### config.mk
export PLATFORM = sky130hd
export DESIGN_NAME = vec_magnitude
export DESIGN_NICKNAME = d
export VERILOG_FILES = /design/src/rtl/vec_pkg.sv /design/src/rtl/mul_shift_add.sv /design/src/rtl/vec_magnitude.sv
export SDC_FILE = /design/constraint.sdc
export NUM_CORES = 1
export LEC_CHECK = 0
export ABC_AREA = 0
export CORE_UTILIZATION = 53
export CTS_CLUSTER_DIAMETER = 40
export DETAILED_ROUTE_END_ITERATION = 10
export GPL_TIMING_DRIVEN = 0
export PLACE_DENSITY = 0.74
export SLEW_MARGIN = 30
export SYNTH_ARGS = -nofsm -noshare
export SYNTH_HDL_FRONTEND = slang
export SYNTH_SLANG_ARGS = --single-unit
### constraint.sdc
create_clock -name clk_in -period 3.25 [get_ports clk_in]
set_input_delay 0.4875 -clock clk_in [delete_from_list [all_inputs] [get_ports clk_in]]
set_output_delay 0.4875 -clock clk_in [all_outputs]
set_load 0.05 [all_outputs]
### src/rtl/vec_pkg.sv
// Shared types and helpers for the vector magnitude datapath.
// Q20.11 signed fixed point: 1 sign bit, 20 integer bits, 11 fractional bits.
package vec_pkg;

  localparam int Q_WIDTH = 32;
  localparam int FRAC    = 11;

  typedef logic signed [Q_WIDTH-1:0] fixed_t;

  typedef enum logic [2:0] {
    IDLE,
    SQ_X,
    SQ_Y,
    SUM,
    LOAD,
    RUN,
    DONE
  } vec_state_t;

  localparam logic [Q_WIDTH-1:0] Q_MAX = 32'h7FFF_FFFF;

  // The most negative word has no positive twin.
  function automatic logic is_min(input fixed_t v);
    return v == fixed_t'(32'h8000_0000);
  endfunction

  // Two's-complement absolute value, clamped so -2^31 becomes 2^31-1.
  function automatic logic [Q_WIDTH-2:0] abs_sat(input fixed_t v);
    return is_min(v) ? Q_MAX[Q_WIDTH-2:0] : (Q_WIDTH-1)'(v[Q_WIDTH-1] ? -v : v);
  endfunction

endpackage

### src/rtl/mul_shift_add.sv
// Unsigned 31x31 sequential shift-add multiplier with a fixed 32-cycle
// latency: start_in is sampled in cycle 1, done_out pulses in cycle 32 with
// prod_out valid from then until the next start.
//   clk_in    system clock
//   rst_in    synchronous active-high reset
//   start_in  load operands (one-cycle pulse)
//   a_in      multiplicand
//   b_in      multiplier
//   prod_out  62-bit product
//   done_out  one-cycle completion pulse
module mul_shift_add (
  input  logic        clk_in,
  input  logic        rst_in,
  input  logic        start_in,
  input  logic [30:0] a_in,
  input  logic [30:0] b_in,
  output logic [61:0] prod_out,
  output logic        done_out
);

  logic [61:0] acc;
  logic [61:0] a_sh;
  logic [30:0] b_sh;
  logic [4:0]  cnt;
  logic        busy;
  logic        done_r;

  // The load cycle also consumes multiplier bit 0, leaving 30 shift-add
  // steps so the finished product and done line up with cycle 32.
  always_ff @(posedge clk_in) begin
    if (rst_in) begin
      acc    <= '0;
      a_sh   <= '0;
      b_sh   <= '0;
      cnt    <= '0;
      busy   <= 1'b0;
      done_r <= 1'b0;
    end else begin
      done_r <= 1'b0;
      if (start_in) begin
        acc  <= b_in[0] ? {31'd0, a_in} : '0;
        a_sh <= {30'd0, a_in, 1'b0};
        b_sh <= {1'b0, b_in[30:1]};
        cnt  <= 5'd30;
        busy <= 1'b1;
      end else if (busy) begin
        if (b_sh[0]) acc <= acc + a_sh;
        a_sh <= a_sh << 1;
        b_sh <= b_sh >> 1;
        cnt  <= cnt - 5'd1;
        if (cnt == 5'd1) begin
          busy   <= 1'b0;
          done_r <= 1'b1;
        end
      end
    end
  end

  assign prod_out = acc;
  assign done_out = done_r;

endmodule

### src/rtl/vec_magnitude.sv
// |v| = sqrt(vx^2 + vy^2) for signed Q20.11 vectors. Squares both components
// on a shared sequential multiplier, saturates the sum, then initiates an
// external sqrt unit and reports its result (or a timeout).
//   clk_in, rst_in         clock, synchronous active-high reset
//   valid_in, vx_in, vy_in request; accepted when valid_in && ready_out
//   ready_out              high only while idle
//   valid_out              one-cycle result pulse
//   mag_out, sat_out, err_out  result fields, held until the next result
//   sqrt_rst_out           load pulse to the sqrt unit
//   sqrt_valid_out         enable level to the sqrt unit
//   sqrt_arg_out           sqrt operand (saturated sum of squares)
//   sqrt_result_in, sqrt_done_in  sqrt unit response
//
// state | meaning
// IDLE  | ready, waiting for a request
// SQ_X  | multiplier squaring |vx|
// SQ_Y  | multiplier squaring |vy|
// SUM   | add squares, saturate to Q_MAX
// LOAD  | one-cycle load pulse to the sqrt unit
// RUN   | sqrt enabled, waiting for done or timeout
// DONE  | result pulse
module vec_magnitude
  import vec_pkg::*;
#(
  parameter int INTEGER_BITS    = 20,
  parameter int FRACTIONAL_BITS = FRAC,
  parameter int SQRT_TIMEOUT    = 4096
) (
  input  logic        clk_in,
  input  logic        rst_in,
  input  logic        valid_in,
  input  fixed_t      vx_in,
  input  fixed_t      vy_in,
  output logic        ready_out,
  output logic        valid_out,
  output logic [31:0] mag_out,
  output logic        sat_out,
  output logic        err_out,
  output logic        sqrt_rst_out,
  output logic        sqrt_valid_out,
  output logic [31:0] sqrt_arg_out,
  input  logic [31:0] sqrt_result_in,
  input  logic        sqrt_done_in
);

  localparam int MAG_BITS = INTEGER_BITS + FRACTIONAL_BITS;
  localparam int TCNT_W   = $clog2(SQRT_TIMEOUT + 1);
  localparam logic [TCNT_W-1:0] TCNT_LAST = TCNT_W'(SQRT_TIMEOUT - 1);

  vec_state_t          state;
  logic [MAG_BITS-1:0] ax, ay, sx, sy;
  logic                sat_acc;
  logic [31:0]         arg_r;
  logic [TCNT_W-1:0]   tcnt;
  logic                ready_r, sqrt_rst_r, sqrt_valid_r;
  logic                valid_r, sat_r, err_r;
  logic [31:0]         mag_r;

  logic                mul_start, mul_done;
  logic [61:0]         mul_prod;
  logic [MAG_BITS-1:0] mul_op;
  logic [61:0]         prod_shr;
  logic                sq_ovf;
  logic [MAG_BITS-1:0] sq_val;
  logic [32:0]         sum_full;
  logic                sum_ovf;

  // One multiplier serves both squarings; the operand follows the state.
  assign mul_op = (state == SQ_Y) ? ay : ax;

  mul_shift_add u_mul (
    .clk_in   (clk_in),
    .rst_in   (rst_in),
    .start_in (mul_start),
    .a_in     (mul_op),
    .b_in     (mul_op),
    .prod_out (mul_prod),
    .done_out (mul_done)
  );

  always_comb begin
    prod_shr = mul_prod >> FRACTIONAL_BITS;
    sq_ovf   = |prod_shr[61:MAG_BITS];
    sq_val   = sq_ovf ? Q_MAX[MAG_BITS-1:0] : prod_shr[MAG_BITS-1:0];
    sum_full = {2'b00, sx} + {2'b00, sy};
    sum_ovf  = sum_full > {1'b0, Q_MAX};
  end

  always_ff @(posedge clk_in) begin
    if (rst_in) begin
      state        <= IDLE;
      ax           <= '0;
      ay           <= '0;
      sx           <= '0;
      sy           <= '0;
      sat_acc      <= 1'b0;
      arg_r        <= '0;
      tcnt         <= '0;
      mul_start    <= 1'b0;
      ready_r      <= 1'b1;
      sqrt_rst_r   <= 1'b1;
      sqrt_valid_r <= 1'b0;
      valid_r      <= 1'b0;
      mag_r        <= '0;
      sat_r        <= 1'b0;
      err_r        <= 1'b0;
    end else begin
      mul_start <= 1'b0;
      case (state)
        IDLE: begin
          sqrt_rst_r <= 1'b0;
          if (valid_in && ready_r) begin
            ax        <= abs_sat(vx_in);
            ay        <= abs_sat(vy_in);
            sat_acc   <= is_min(vx_in) | is_min(vy_in);
            ready_r   <= 1'b0;
            mul_start <= 1'b1;
            state     <= SQ_X;
          end
        end
        SQ_X: begin
          if (mul_done) begin
            sx        <= sq_val;
            sat_acc   <= sat_acc | sq_ovf;
            mul_start <= 1'b1;
            state     <= SQ_Y;
          end
        end
        SQ_Y: begin
          if (mul_done) begin
            sy      <= sq_val;
            sat_acc <= sat_acc | sq_ovf;
            state   <= SUM;
          end
        end
        SUM: begin
          arg_r      <= sum_ovf ? Q_MAX : sum_full[31:0];
          sat_acc    <= sat_acc | sum_ovf;
          sqrt_rst_r <= 1'b1;
          tcnt       <= '0;
          state      <= LOAD;
        end
        LOAD: begin
          sqrt_rst_r   <= 1'b0;
          sqrt_valid_r <= 1'b1;
          state        <= RUN;
        end
        RUN: begin
          // done is tested first so it wins a tie with the timeout
          if (sqrt_done_in) begin
            mag_r        <= sqrt_result_in & Q_MAX;
            err_r        <= 1'b0;
            sat_r        <= sat_acc;
            valid_r      <= 1'b1;
            sqrt_valid_r <= 1'b0;
            state        <= DONE;
          end else if (tcnt == TCNT_LAST) begin
            mag_r        <= '0;
            err_r        <= 1'b1;
            sat_r        <= sat_acc;
            valid_r      <= 1'b1;
            sqrt_valid_r <= 1'b0;
            state        <= DONE;
          end else begin
            tcnt <= tcnt + TCNT_W'(1);
          end
        end
        DONE: begin
          valid_r <= 1'b0;
          ready_r <= 1'b1;
          state   <= IDLE;
        end
        default: state <= IDLE;
      endcase
    end
  end

  assign ready_out      = ready_r | rst_in;
  assign sqrt_rst_out   = sqrt_rst_r | rst_in;
  assign sqrt_valid_out = sqrt_valid_r;
  assign sqrt_arg_out   = arg_r;
  assign valid_out      = valid_r;
  assign mag_out        = mag_r;
  assign sat_out        = sat_r;
  assign err_out        = err_r;

endmodule

After elaboration in Yosys (flattened, before gate mapping) --
Cells that the tools add are included.
Word-level totals: logic and storage cells 131, output and inout bits 70, input bits 100, flip-flop bits (word level) 372
Cells by class: magnitude comparators 1, muxes and demuxes 50, bitwise logic cells 6, eq/ne operators 17, add/sub/neg operators 6, reduce and logical (&&, ||, !) cells 27
Operators by type and width (number):
- $mux W31 | 7
- $mux W62 | 3
- $mux W32 | 5
- $eq A32 B32 Y1 const B | 2
- $add A62 B62 Y62 | 1
- $neg A31 Y31 | 2
- $mux W30 | 2
- $add A31 B31 Y32 | 1
- $gt A32 B31 Y1 const B | 1
- $mux W13 | 2
- $pmux W13 S2 | 1
- $reduce_or A20 Y1 | 1
- $pmux W3 S6 | 1
- $mux W1 | 16
- $reduce_and A2 Y1 | 8
- $reduce_bool A2 Y1 | 8
- $mux W3 | 5
- $add A13 B1 Y13 const B | 1
- $eq A13 B12 Y1 const B | 1
- $mux W5 | 2
- $pmux W1 S2 | 5
- $eq A3 B3 Y1 const B | 3
- $eq A3 B2 Y1 const B | 2
- $ne A2 B1 Y1 const B | 3
- 15 further kinds | 24

Longest topological paths before layout --
depth in word-level cells 4, depth in mapped cells 14, gate-level depth less buffers 14

By module --
A second synthesis with hierarchy kept.
Second synthesis, totals: cell total of the unflattened synthesis 2500, area total of the unflattened synthesis 20659.8 µm²
Modules (own cells, without submodules):
- vec_magnitude | times used 1, cells an instance 1305, area an instance 10985.5 µm², seq. area each 4224.1 µm²
- mul_shift_add | times used 1, cells an instance 1195, area an instance 9674.3 µm², seq. area each 3203.1 µm²

Worst setup path before layout --
No wires, ideal clock.
path kind input to register, start point input port vx_in[10], end point register ax[13], path slack -0.227 ns, setup time 0.091 ns, data arrival time 3.386 ns, path buffers 2, required time 3.159 ns, stages on the path 10, cells stage by stage or4_4 -> or4_4 -> or4_4 -> nor3_2 -> nand2_1 -> or3_1 -> or3b_1 -> buf_6 -> buf_6 -> a311oi_1
On the way: word-level cells in the longest chain between the ends 3, elaborated cells between the ends (all ways) 4, those cells by class add/sub (1); eq/ne (1); mux (2)
Ends and longest elaborated chain:
- from (decl) | line vec_magnitude.sv:32 | input fixed_t vx_in,
- $neg A31 Y31 | line vec_pkg.sv:29 | return is_min(v) ? Q_MAX[Q_WIDTH-2:0] : (Q_WIDTH-1)'(v[Q_WIDTH-1] ? -v : v);
- $mux W31 | line vec_pkg.sv:29
- $mux W31 * | line vec_pkg.sv:29
- to (signal assigned) | line vec_magnitude.sv:113 | ax <= abs_sat(vx_in);
- to (decl) | line vec_magnitude.sv:51 | logic [MAG_BITS-1:0] ax, ay, sx, sy;
Every way passes the cells marked *; elsewhere a longest branch is shown, timed or not. A chain may end at the register's enable or synchronous reset.

Worst setup path in the final report --
start point register u_mul.acc[21] (netlist: u_mul.prod_out[21]), end point register u_mul.acc[61] (netlist: u_mul.prod_out[61])
On the way: word-level cells in the longest chain between the ends 4
Ends and longest elaborated chain:
- from (decl) | line mul_shift_add.sv:21 | logic [61:0] acc;
- from (signal assigned) | line mul_shift_add.sv:41 | acc <= b_in[0] ? {31'd0, a_in} : '0;
- from (signal assigned) | line mul_shift_add.sv:47 | if (b_sh[0]) acc <= acc + a_sh;
- $add A62 B62 Y62 | line mul_shift_add.sv:47
- $mux W62 | line mul_shift_add.sv:47
- $mux W62 | line mul_shift_add.sv:46 | end else if (busy) begin
- $mux W62 | line mul_shift_add.sv:40 | if (start_in) begin
No other way between the ends. The select of a mux whose other input is x is not followed.

==> impl_metrics.yaml <==
run_status:
  status: "complete, but fails checks"
  violations: "setup timing"
route:
  avgViaCountPerCell: 5.94
  drt-total-wl_mm: 60.8
  detailroute.via_count: 19110
  drc_errors: 0
  dr.pass1.iters: 5
  wl_per_cell_um: 18.9
  drt-initial-drc-count: 1194
  final_antenna_net_count: 0
power_and_ir_drop:
  seqPwrFrac_pct: 41.6
  power.share.clock_pct: 48.1
  swShare_pct: 25.1
  cellPowerDensity_nw_per_um2: 465
  power_w: 0.0116
  leakagePower_nw: 9.06
  p_switching_w: 0.00291
  p_comb_share_pct: 10.3
  ir_drop_v: 0.000331
  p_int_w: 0.00866
grt:
  grt-ovfl-total: 0
  grt_first_pass_wirelength_mm: 95.4
  antenna_found_initial: 0
  grt_usage_pct: 30.8
  grt_max_degree: 14
  grt_pass1_vias: 18439
timing:
  final.setup.worst_slack_ns: -0.0672
  hold_viol_final: 0
  worst_slew_pin_slew_ns: 0.982
  fin_crit_ns: 3.32
  drv_slew: 0
  min_period_over_period_pct: 102
  setup_viol: 3
  relSlewSlack_pct: 34.6
  fmax_mhz: 301
  skew_ns: 0.0174
  rsz0062_at_grt: "yes"
floorplanning:
  fp.dieH_um: 196
  die_x_um: 196
  pin_count: 170
  row_count: 70
  start_util_pct: 54.3
  core_um2: 36900
  die-area_um2: 38600
synthesis:
  ys_ff_latch: 370
  synth.distinct_cells: 72
  ys_seq_area_share_pct: 37.0
  synth-async-reset-ratio_pct: 0
  synth_ff_type: "dfxtp_1"
  synth_edf_count: 0
  syn_area_um2: 20000
  postSynthCellCount: 2431
  avgSynthCellArea_um2: 8.24
  synth_nets: 2629
  yosys_warnings: 0
placement:
  io_buffers: 166
  dp_cells: 3101
  gp_routability_congestion: 0.984
  dp_hpwl_mm: 45.3
  dp_slack_ns: -1.55
job:
  maxCapViolCount: 0
worst_hold_path:
  worstHoldEndpoint: "ax[13]"
  min_delay_path_depth: 3
  hp-start: "vx_in[13]"
  hold_path_class: "input pin to register"
clocking:
  tritoncts: "built"
  cts_buffers: 47
  clk_pin_slew_ns: 0.06
  cts-root-buf: "clkbuf_16"
  cts_buffer_depth: 3
  cts_max_level: 2
  clk_latency_ns: 0.58
  clock_sinks: 370
worst_setup_path:
  path_max_fanout: 7
  crit_type: "register to register"
  arrival_ns: 3.78
  endpoint_kind: "register"
  reg2reg_depth: 13
  startpoint_type: "register"
  r2r_start: "u_mul.prod_out[21]"
  cp.required_ns: 3.71
  rrSetupSlack_ns: -0.07
  rr_endpoint: "u_mul.prod_out[61]"
finish:
  area_growth_pct: 24.4
  final_cell_mix: "366 x dfxtp_1, 363 x nor2_1, 197 x a21oi_1"
  nNetsFinal: 2874
  drive_above_1_share_pct: 9.85
  final_common_cell: "dfxtp_1"
  stdcell_count: 3215
  fillCellCount: 3082
  antenna_cells: 0
-- worst max-delay path by stage --
stage	start	end	cells past startpoint	slack, ns
2_1_floorplan	vx_in[10]	ax[13]	10	-0.23
3_5_place_dp	vy_in[2]	ay[19]	13	-1.55
3_3_place_gp	vx_in[10]	sat_acc	12	-1.54
5_1_grt	u_mul.prod_out[16]	u_mul.prod_out[61]	12	-0.19
6_report	u_mul.prod_out[21]	u_mul.prod_out[61]	13	-0.07
4_1_cts	vx_in[10]	sat_acc	14	-0.05
-- Yosys cell counts, drive strengths merged, types with 15 or more instances --
cell type	n	area [um^2]
a211oi	122	916
a21boi	45	338
a21o	34	255
a21oi	207	1040
a311oi	43	383
and3	15	93.8
buf	15	82.6
clkbuf	144	541
dfxtp	370	7410
ha	96	1200
inv	46	173
mux2	19	214
mux2i	105	1050
nand2	174	653
nand3	63	315
nand4	17	106
nor2	367	1380
nor2b	21	131
nor3	38	195
nor4	18	113
o21ai	131	656
o22ai	19	119
o31ai	18	135
xnor2	59	517
xor2	75	657
-- worst max-delay path, cell delays in order (launching register included) --
cell and delay [ns]:
dfxtp_1 0.33, ha_1 0.27, clkbuf_1 0.27, nand2_1 0.20, o21ai_2 0.25, o21a_1 0.21
nor2_2 0.08, a2111oi_4 0.47, o21a_2 0.29, a31oi_4 0.12, o21ai_2 0.23, mux2i_2 0.28
a21o_1 0.14, a21oi_1 0.05
-- layer usage --
layer	routed length (um)	global-route usage [%]	vias to the layer above	part of all wire (%)
met2	29300	53.3	700	48
met3	3730	3.90	128	6.1
met1	25600	38.4	9020	42
met4	2180	13.6	0	3.6
met5	0	0	-	0
li1	-	-	9262	-
-- through the flow --
stage               hold WS, ns  util [%]  TNS, ns  cell area, um^2
finish                    0.355      67.6  -0.0844            24900
global route              0.375      67.6   -0.851            24900
CTS                       0.287      66.7   -0.134            24600
detailed placement        0.425      60.6  -129.87            22300
global placement          0.424      60.5  -122.70            22300
floorplan                 0.428         -    -5.80            20000
-- area by class of cell --
type	instances	area, um^2	area share (%)
multi-input cells	1856	12400	49.7
well taps	504	631	2.53
flip-flops and latches	370	7410	29.8
repair buffers	203	1990	7.99
plain buffers	152	643	2.58
clock buffers	58	1300	5.22
inverters	46	173	0.693
clock inverters	26	382	1.53
-- flip-flops by register name, indices dropped and copies added (netlist names), 3 cells and up --
register and flops:
ax 31, sy 31, state 3, sx 31
u_mul.b_sh 30, u_mul.prod_out 61, u_mul.cnt 5, sqrt_arg_out 32
tcnt 13, ay 31, u_mul.a_sh 61, mag_out 31
-- logic make-up after synthesis --
kind of cell / count (synthesis) / share of synthesized area, %
fa+ha+maj: 98 / 6.20
other cells: 1 / 0.0187
compound gates: 709 / 22.9
xor+xnor: 134 / 5.86
flops: 370 / 37.0
buf+inv: 205 / 3.97
mux: 124 / 6.32
simple gates: 790 / 17.7
-- power by group through the flow --
stage	sequential [W]	combinational (W)	clock [W]
final	0.00482	0.00119	0.00557
after floorplan	0.00486	0.000729	0
after CTS	0.00481	0.00115	0.00562
after global placement	0.00490	0.00110	0
after detailed placement	0.00491	0.00112	0
after global routing	0.00483	0.00128	0.00580
-- what timing repair did --
action                                  CTS  global route
hold buffers                              0             0
endpoints found under the setup margin  144            98
pin swaps                                38            51
resized for setup                       118            66
gates cloned                              1             0
setup buffers                            24            14
hold endpoints to repair                  0             0
Note: power is estimated with default switching activity, not from simulation.
